File: src/rtl/axi_rw_arbiter_pkg.sv
// Shared definitions for the AXI read/write arbiter.
// Holds the FSM state encoding and the default burst-parameter widths used by both AXI masters.
package axi_rw_arbiter_pkg;

    localparam int DEF_ADDR_W = 30;
    localparam int DEF_LEN_W  = 8;

    localparam logic [2:0] ST_IDLE     = 3'd0;
    localparam logic [2:0] ST_WR_ISSUE = 3'd1;
    localparam logic [2:0] ST_WR_BUSY  = 3'd2;
    localparam logic [2:0] ST_RD_ISSUE = 3'd3;
    localparam logic [2:0] ST_RD_BUSY  = 3'd4;

    function automatic logic is_wr_state(input logic [2:0] st);
        return (st == ST_WR_ISSUE) || (st == ST_WR_BUSY);
    endfunction

endpackage

File: src/rtl/axi_rw_arbiter.sv
// Arbitrates burst requests from the write and read user sides onto the two AXI masters,
// alternating on contention. Optional watchdog enabled by defining ARB_TIMEOUT_EN.
module axi_rw_arbiter
    import axi_rw_arbiter_pkg::*;
#(
    parameter int ADDR_W      = DEF_ADDR_W,
    parameter int LEN_W       = DEF_LEN_W,
    parameter int TIMEOUT_CYC = 1024
) (
    input  logic              clk,
    input  logic              rst_n,
    input  logic              wr_req,
    input  logic [ADDR_W-1:0] wr_req_addr,
    input  logic [LEN_W-1:0]  wr_req_len,
    input  logic              rd_req,
    input  logic [ADDR_W-1:0] rd_req_addr,
    input  logic [LEN_W-1:0]  rd_req_len,
    output logic              wr_ack,
    output logic              rd_ack,
    output logic              wr_start,
    output logic              rd_start,
    output logic [ADDR_W-1:0] wr_addr,
    output logic [LEN_W-1:0]  wr_len,
    output logic [ADDR_W-1:0] rd_addr,
    output logic [LEN_W-1:0]  rd_len,
    input  logic              wr_ready,
    input  logic              rd_ready,
    input  logic              wr_done,
    input  logic              rd_done,
    output logic              busy,
    output logic              grant_wr
`ifdef ARB_TIMEOUT_EN
    ,
    output logic              timeout_err
`endif
);

    logic [2:0]        state_q, state_d;
    logic              last_wr_q, last_wr_d;
    logic              wr_ack_q, wr_ack_d;
    logic              rd_ack_q, rd_ack_d;
    logic              wr_start_q, wr_start_d;
    logic              rd_start_q, rd_start_d;
    logic [ADDR_W-1:0] wr_addr_q, wr_addr_d;
    logic [LEN_W-1:0]  wr_len_q, wr_len_d;
    logic [ADDR_W-1:0] rd_addr_q, rd_addr_d;
    logic [LEN_W-1:0]  rd_len_q, rd_len_d;
    logic              wr_elig, rd_elig, pick_wr;

    assign wr_elig = wr_req & wr_ready;
    assign rd_elig = rd_req & rd_ready;
    // On contention the direction not served last wins.
    assign pick_wr = wr_elig & (~rd_elig | ~last_wr_q);

`ifdef ARB_TIMEOUT_EN
    localparam int CNT_W = $clog2(TIMEOUT_CYC + 1);
    logic [CNT_W-1:0] wd_cnt_q, wd_cnt_d;
    logic             timeout_err_q, timeout_err_d;
    logic             wd_expired;

    assign wd_expired = (wd_cnt_q == CNT_W'(TIMEOUT_CYC - 1));
`else
    // TIMEOUT_CYC is only meaningful with the watchdog; referenced here so the port list stays stable.
    if (TIMEOUT_CYC < 1) begin : g_timeout_unused
    end
`endif

    always_comb begin
        state_d    = state_q;
        last_wr_d  = last_wr_q;
        wr_ack_d   = 1'b0;
        rd_ack_d   = 1'b0;
        wr_start_d = 1'b0;
        rd_start_d = 1'b0;
        wr_addr_d  = wr_addr_q;
        wr_len_d   = wr_len_q;
        rd_addr_d  = rd_addr_q;
        rd_len_d   = rd_len_q;
`ifdef ARB_TIMEOUT_EN
        timeout_err_d = 1'b0;
`endif
        case (state_q)
            ST_IDLE: begin
                if (pick_wr) begin
                    state_d   = ST_WR_ISSUE;
                    wr_ack_d  = 1'b1;
                    wr_addr_d = wr_req_addr;
                    wr_len_d  = wr_req_len;
                end else if (rd_elig) begin
                    state_d   = ST_RD_ISSUE;
                    rd_ack_d  = 1'b1;
                    rd_addr_d = rd_req_addr;
                    rd_len_d  = rd_req_len;
                end
            end
            ST_WR_ISSUE: begin
                wr_start_d = 1'b1;
                state_d    = ST_WR_BUSY;
            end
            ST_RD_ISSUE: begin
                rd_start_d = 1'b1;
                state_d    = ST_RD_BUSY;
            end
            ST_WR_BUSY: begin
                if (wr_done) begin
                    state_d   = ST_IDLE;
                    last_wr_d = 1'b1;
`ifdef ARB_TIMEOUT_EN
                end else if (wd_expired) begin
                    // An abandoned burst still counts as served for fairness.
                    state_d       = ST_IDLE;
                    last_wr_d     = 1'b1;
                    timeout_err_d = 1'b1;
`endif
                end
            end
            ST_RD_BUSY: begin
                if (rd_done) begin
                    state_d   = ST_IDLE;
                    last_wr_d = 1'b0;
`ifdef ARB_TIMEOUT_EN
                end else if (wd_expired) begin
                    state_d       = ST_IDLE;
                    last_wr_d     = 1'b0;
                    timeout_err_d = 1'b1;
`endif
                end
            end
            default: state_d = ST_IDLE;
        endcase
    end

`ifdef ARB_TIMEOUT_EN
    always_comb begin
        wd_cnt_d = '0;
        if ((state_d == state_q) && ((state_q == ST_WR_BUSY) || (state_q == ST_RD_BUSY))) begin
            wd_cnt_d = wd_cnt_q + CNT_W'(1);
        end
    end

    always_ff @(posedge clk or negedge rst_n) begin
        if (!rst_n) begin
            wd_cnt_q      <= '0;
            timeout_err_q <= 1'b0;
        end else begin
            wd_cnt_q      <= wd_cnt_d;
            timeout_err_q <= timeout_err_d;
        end
    end

    assign timeout_err = timeout_err_q;
`endif

    always_ff @(posedge clk or negedge rst_n) begin
        if (!rst_n) begin
            state_q    <= ST_IDLE;
            last_wr_q  <= 1'b0;
            wr_ack_q   <= 1'b0;
            rd_ack_q   <= 1'b0;
            wr_start_q <= 1'b0;
            rd_start_q <= 1'b0;
            wr_addr_q  <= '0;
            wr_len_q   <= '0;
            rd_addr_q  <= '0;
            rd_len_q   <= '0;
        end else begin
            state_q    <= state_d;
            last_wr_q  <= last_wr_d;
            wr_ack_q   <= wr_ack_d;
            rd_ack_q   <= rd_ack_d;
            wr_start_q <= wr_start_d;
            rd_start_q <= rd_start_d;
            wr_addr_q  <= wr_addr_d;
            wr_len_q   <= wr_len_d;
            rd_addr_q  <= rd_addr_d;
            rd_len_q   <= rd_len_d;
        end
    end

    assign wr_ack   = wr_ack_q;
    assign rd_ack   = rd_ack_q;
    assign wr_start = wr_start_q;
    assign rd_start = rd_start_q;
    assign wr_addr  = wr_addr_q;
    assign wr_len   = wr_len_q;
    assign rd_addr  = rd_addr_q;
    assign rd_len   = rd_len_q;
    assign busy     = (state_q != ST_IDLE);
    assign grant_wr = is_wr_state(state_q);

endmodule

File: config.mk
export PLATFORM = sky130hd
export DESIGN_NAME = axi_rw_arbiter
export DESIGN_NICKNAME = d
export VERILOG_FILES = /design/src/rtl/axi_rw_arbiter_pkg.sv /design/src/rtl/axi_rw_arbiter.sv
export SDC_FILE = /design/constraint.sdc
export NUM_CORES = 1
export LEC_CHECK = 0
export BUFFER_PORTS_ARGS = -buffer_cell sky130_fd_sc_hd__buf_2
export CAP_MARGIN = 30
export CORE_ASPECT_RATIO = 1.75
export CORE_MARGIN = 4
export CORE_UTILIZATION = 50
export CTS_BUF_LIST = sky130_fd_sc_hd__clkbuf_4 sky130_fd_sc_hd__clkbuf_8
export CTS_CLUSTER_SIZE = 12
export DETAILED_ROUTE_END_ITERATION = 8
export PLACE_DENSITY_LB_ADDON = 0.25
export SLEW_MARGIN = 30
export SYNTH_ARGS = -nofsm -noshare
export SYNTH_HDL_FRONTEND = slang
export SYNTH_SLANG_ARGS = --single-unit
export TNS_END_PERCENT = 50
File: constraint.sdc
create_clock -name clk -period 3.4 [get_ports clk]
set_clock_uncertainty 0.2 [all_clocks]
set_input_delay 0.68 -clock clk [delete_from_list [all_inputs] [get_ports clk]]
set_output_delay 0.68 -clock clk [all_outputs]
set_load 0.005 [all_outputs]
==> impl_metrics.csv, run 1 <==
group,metric,value,unit
global_route,use_met1,21.0,%
yosys,synth_area_leaders,"dfrtp_1, mux2_2, mux2_4",
worst_setup_path,cp.required,2.52,ns
placed_design,io_buffers,165,
timing,rsz0062_at_grt,"false",
cts,clk_latency,0.34,ns
yosys,synth_cell_types,23,
cts,cts_resized,0,
yosys,yosys.area.top_type,"dfrtp_1",
finish,diodes,0,
floorplanning,num_io_pins,166,
detailed_routing,postRouteAntennaNets,0,
global_route,grt_pass1_wl,10700,um
timing,setup_tns,0,ns
power_and_ir_drop,leakage,2.25,nW
floorplanning,start_util,51.6,%
power_and_ir_drop,finalPower,0.00388,W
timing,finalSetupViolations,0,
yosys,synth_top_family_by_area,"multiplexers",
cts,clk_pin_slew,0.08,ns
yosys,synth_fa_ha_area_share,0,%
yosys,synth_warnings,0,
timing,fmax,462,MHz
detailed_routing,post_drt_wl_per_cell,15.9,um
floorplanning,fp.dieW,68.6,um
cts,hold_buffers,0,
placed_design,gp_congestion,0.722,
detailed_routing,drt-initial-drc-count,99,
global_route,track_usage,18.8,%
run,maxCapViolations,0,
timing,maxSlewHeadroom,51.4,%
yosys,ys_seq_area_share,65.4,%
global_route,grt_max_degree,85,
cts,h-tree-depth,3,
global_route,grt.met3_usage,6.48,%
worst_setup_path,crit_fanout,8,
yosys,syn_avg_cell_area,16.5,um^2
yosys,synthMuxAreaShare,27.7,%
detailed_routing,wl,7110,um
placed_design,dp_hpwl,5360,um
finish,n_fill_cell,461,
detailed_routing,via_per_inst,4.94,
cts,cts_setup_buffers,0,
status,status,"complete, no violations",
finish,area.growth.synth_to_final,34.4,%
detailed_routing,drc,0,
cts,cts_tree,"built",
yosys,synth_simple_gate_area_share,2.61,%
yosys,syn-cell-area,3220,um^2
timing,min_period,2.16,ns
timing,tightestPinTransition,0.729,ns
yosys,synth_edf_count,0,
detailed_routing,num_vias,2210,
finish,stdcell_count,447,
global_route,antenna_found_initial,0,
cts,clockBufferDepth,2,
floorplanning,chipHeight,114,um
detailed_routing,first_pass_iters,4,
timing,slew_viol_final,0,
hold_path,hold_class,"input pin to asynchronous set/reset pin",
power_and_ir_drop,power.density,899,nW/um^2
yosys,yosysMostFrequentCell,"dfrtp_1",
yosys,ys_seq_elements,84,
yosys,async_flop_share,100,%
worst_setup_path,cp-start-kind,"flop",
placed_design,dp_cells,432,
yosys,synth_top_area_share,65.4,%
yosys,synth-xor-area-share,0.272,%
global_route,grt_overflow,0,
finish,final_nets,447,
timing,fin_crit_sh,63.6,%
floorplanning,coreArea,6230,um^2
yosys,synth_nets,279,
cts,cts_root_buf,"clkbuf_8",
yosys,synthFlopType,"dfrtp_1",
worst_setup_path,rr_worst_depth,5,
yosys,yosys-top-cells-count,"dfrtp_1, mux2_2, mux2_4, buf_2, nor2_1",
worst_setup_path,worst_setup_path_end_kind,"primary output",
power_and_ir_drop,peakVddDrop,0.487,mV
global_route,busiest_layer,"met2",
yosys,synth_compound_area_share,1.60,%
global_route,grt_pass1_vias,2287,
worst_setup_path,cp_data_arrival_time,1.28,ns
global_route,grt.met2_usage,31.3,%
worst_setup_path,path_class,"flop to primary output",
floorplanning,die_area,7830,um^2
timing,hold_viol,0,
finish,drive_above_1_share,71.1,%
cts,cts_sinks,84,
yosys,synthCells,195,
cts,cts_buffers,9,
floorplanning,rows,38,
==> cell families after synthesis <==
| group | Yosys count |
|---|---|
| xor+xnor | 1 |
| flops | 84 |
| compound gates | 8 |
| buf+inv | 13 |
| mux | 76 |
| simple gates | 13 |
==> final timing paths <==
path,slack [ns],endpoint,startpoint
min in group clk,0.30,rd_addr[14],rd_addr[14]
worst max-delay path,1.24,busy,state_q[1]
worst min register to register,0.30,rd_addr[14],rd_addr[14]
worst min-delay path,0.16,rd_addr[0],rst_n
max in group asynchronous,2.32,wr_addr[29],rst_n
worst max register to register,1.28,wr_len[3],state_q[1]
==> state kept, by name, summed over array words and instances (netlist names), 3 cells and up <==
name	count
rd_addr	30
rd_len	8
state_q	3
wr_addr	30
wr_len	8
==> worst max-delay path, cell delays in order (launching register included) <==
cell and delay (ns):
dfrtp_1 0.50, nor3_4 0.26, inv_2 0.06, buf_2 0.13
==> per-layer routing <==
layer / up-vias / share of wire (%)
li1: 1010 / -
met1: 1083 / 37
met2: 106 / 52
met3: 11 / 8.7
met4: 0 / 2.0
met5: - / 0
==> metrics by stage <==
stage	cell area, um^2	setup WS (ns)	hold slack (ns)	utilization (%)
floorplan	3220	1.32	0.184	-
global placement	4100	1.10	0.282	65.9
detailed placement	4110	1.07	0.288	65.9
CTS	4320	1.21	0.188	69.4
global route	4320	1.14	0.212	69.4
finish	4320	1.24	0.157	69.4
==> area by class of cell <==
class	instances	area, um^2	share of cell area [%]
repair buffers	167	860	19.9
multi-input cells	98	1030	23.9
well taps	80	100	2.32
clock inverters	2	60.1	1.39
inverters	3	11.3	0.261
flip-flops and latches	84	2100	48.7
clock buffers	13	154	3.56
==> placed cells by master (no fill, tap or decap), types with 2 or more instances in the layout <==
master     netlist  layout
mux2_2          67      67
mux2_4           9       9
nor2_1           4       4
a21oi_1          3       3
clkbuf_4         0       4
buf_2            7     164
inv_1            2       2
clkbuf_8         0       9
dfrtp_1         84      84
bufinv_16        0       2
nand2_1          2       2
==> report_power, final <==
group | switching [W] | total, W | internal, W
combinational | 0.000515 | 0.00136 | 0.000843
sequential | 0.000271 | 0.00176 | 0.00149
clock | 0.000319 | 0.000762 | 0.000444
Note: power is estimated with default switching activity, not from simulation.
==> run 2: changes to the inputs <==
ABC_AREA = 1   (was default)
CORE_UTILIZATION = 47   (was 50)
clock period = 2.05 ns   (was 3.4 ns; I/O delays follow)
==> run 2 against run 1 <==
  * Power grew 65%
  * Via count grew 37%
  * Final cell count grew 41%
  * Count of clock-buffer cells in the layout grew 1
  * Critical path depth grew 2
  * Setup slack lost 1.2 ns
  * Synthesized cell count grew 90%
  * Design area grew 4.3%
  * Wire length grew 18%
  * Sequential power grew 57%
==> impl_metrics.csv, run 2 <==
group,metric,value,unit
power_and_ir_drop,peakVddDrop,0.784,mV
worst_setup_path,cp-start-kind,"flop",
yosys,syn-cell-area,3340,um^2
placed_design,dp_hpwl,5920,um
yosys,synth_area_leaders,"dfrtp_1, nand2_1, o21ai_0",
yosys,synth_edf_count,0,
detailed_routing,drc,0,
cts,clockBufferDepth,2,
floorplanning,chipHeight,119,um
finish,final_nets,625,
placed_design,postPlaceCellArea,4200,um^2
yosys,ys_seq_elements,84,
yosys,yosys.area.top_type,"dfrtp_1",
cts,cts_sinks,84,
yosys,synth-xor-area-share,0,%
worst_setup_path,cp.required,1.44,ns
cts,clk_pin_slew,0.07,ns
worst_setup_path,worst_setup_path_end_kind,"primary output",
yosys,ys_seq_area_share,63.0,%
timing,min_period,2.01,ns
yosys,synthCells,371,
cts,h-tree-depth,3,
worst_setup_path,path_class,"flop to primary output",
yosys,syn_avg_cell_area,8.99,um^2
run,maxCapViolations,0,
detailed_routing,wl,8370,um
timing,fin_crit_sh,98.1,%
floorplanning,fp.dieW,71.7,um
floorplanning,num_io_pins,166,
global_route,grt_overflow,0,
yosys,synth_top_family_by_area,"simple AND/OR/NAND/NOR gates",
detailed_routing,via_per_inst,4.80,
yosys,synthMuxAreaShare,0,%
yosys,async_flop_share,100,%
timing,tightestPinTransition,0.817,ns
cts,clk_latency,0.34,ns
yosys,synth_warnings,0,
hold_path,hold_class,"input pin to flop",
floorplanning,coreArea,6910,um^2
finish,drive_above_1_share,37.2,%
yosys,synth_fa_ha_area_share,0,%
cts,cts_tree,"built",
timing,finalSetupViolations,0,
floorplanning,rows,40,
yosys,synth_compound_area_share,5.70,%
yosys,synthFlopType,"dfrtp_1",
global_route,grt_max_degree,40,
cts,cts_root_buf,"clkbuf_8",
timing,rsz0062_at_grt,"true",
cts,cts_buffers,9,
finish,fin_util,65.3,%
detailed_routing,drt-initial-drc-count,86,
global_route,antenna_found_initial,0,
detailed_routing,num_vias,3021,
floorplanning,start_util,48.3,%
power_and_ir_drop,power.density,1420,nW/um^2
yosys,synth_top_area_share,63.0,%
detailed_routing,post_drt_wl_per_cell,13.3,um
timing,maxSlewHeadroom,45.4,%
power_and_ir_drop,leakage,2.66,nW
yosys,synth_simple_gate_area_share,25.8,%
yosys,synth_nets,455,
yosys,synth_cell_types,18,
global_route,track_usage,19.9,%
timing,hold_viol,0,
placed_design,io_buffers,165,
yosys,yosys-top-cells-count,"nand2_1, dfrtp_1, o21ai_0, buf_6",
power_and_ir_drop,finalPower,0.00639,W
global_route,grt_pass1_vias,3072,
timing,slew_viol_final,0,
worst_setup_path,cp_data_arrival_time,1.40,ns
finish,most-common-layout-cells,"nand2_1, buf_2, dfrtp_1",
global_route,grt_pass1_wl,13500,um
timing,setup_tns,0,ns
detailed_routing,postRouteAntennaNets,0,
worst_setup_path,crit_fanout,4,
yosys,yosysMostFrequentCell,"nand2_1",
finish,diodes,0,
status,status,"complete, no violations",
placed_design,gp_congestion,0.772,
timing,fmax,497,MHz
finish,fin_area,4510,um^2
finish,area.growth.synth_to_final,35.1,%
detailed_routing,first_pass_iters,4,
floorplanning,die_area,8560,um^2
finish,final_common_cell,"nand2_1",
## run 2: kinds of logic (layout without fill, tap and decap cells)
| kind of cell | after synthesis | count (layout) |
|---|---|---|
| compound gates | 38 | 38 |
| buf+inv | 31 | 205 |
| flops | 84 | 84 |
| simple gates | 218 | 218 |
## run 2: final cells by class
class	count	area [um^2]
Clock buffer	14	180
Clock inverter	1	30.0
Fill cell	582	2400
Inverter	11	43.8
Multi-Input combinational cell	256	1050
Sequential cell	84	2100
Tap cell	84	105
Timing Repair Buffer	179	991
## run 2: worst max-delay path: stages, from the launching register on
cell	delay, ns
dfrtp_2	0.41
inv_1	0.08
nand3_1	0.12
inv_1	0.06
or2_2	0.26
buf_2	0.13
## run 2: worst paths after layout
path | start | slack (ns) | end | cells after the start
min in group asynchronous | rst_n | 0.34 | rd_addr[22] | 2
worst max register to register | state_q[0] | 0.15 | wr_addr[15] | 7
worst min-delay path | rd_req_addr[15] | 0.06 | rd_addr[15] | 3
worst min register to register | rd_addr[28] | 0.28 | rd_addr[28] | 2
max in group asynchronous | rst_n | 0.74 | wr_addr[21] | 3
worst max-delay path | state_q[2] | 0.04 | grant_wr | 5
## run 2: report_power, final
part	internal, W	leakage (nW)	switching (W)
combinational	0.00113	1.50	0.00130
sequential	0.00239	1.05	0.000363
clock	0.000685	0.110	0.000524
total	0.00421	2.66	0.00218
## run 2: routing by layer
| layer | wire [um] | global-route usage (%) | vias up |
|---|---|---|---|
| li1 | - | - | 1486 |
| met1 | 3280 | 23.1 | 1392 |
| met2 | 4260 | 34.0 | 123 |
| met3 | 587 | 3.80 | 20 |
| met4 | 248 | 10.0 | 0 |
| met5 | 0 | 0 | - |
## run 2: repair_timing
action,in CTS,in global routing
hold buffers,1,0
endpoints found under the setup margin,2,4
pin swaps,1,0
buffers inserted,4,2
gates resized for setup,5,1
endpoints found under the hold margin,28,0
gates cloned,0,1
## run 2: through the flow
stage	std cells	hold WS (ns)	setup WS (ns)
3_5_place_dp	606	0.166	0.0670
4_1_cts	626	0.0385	0.0134
3_3_place_gp	606	0.162	0.142
2_1_floorplan	371	-0.0856	0.448
5_1_grt	629	0.0404	-0.0577
6_report	629	0.0630	0.0394
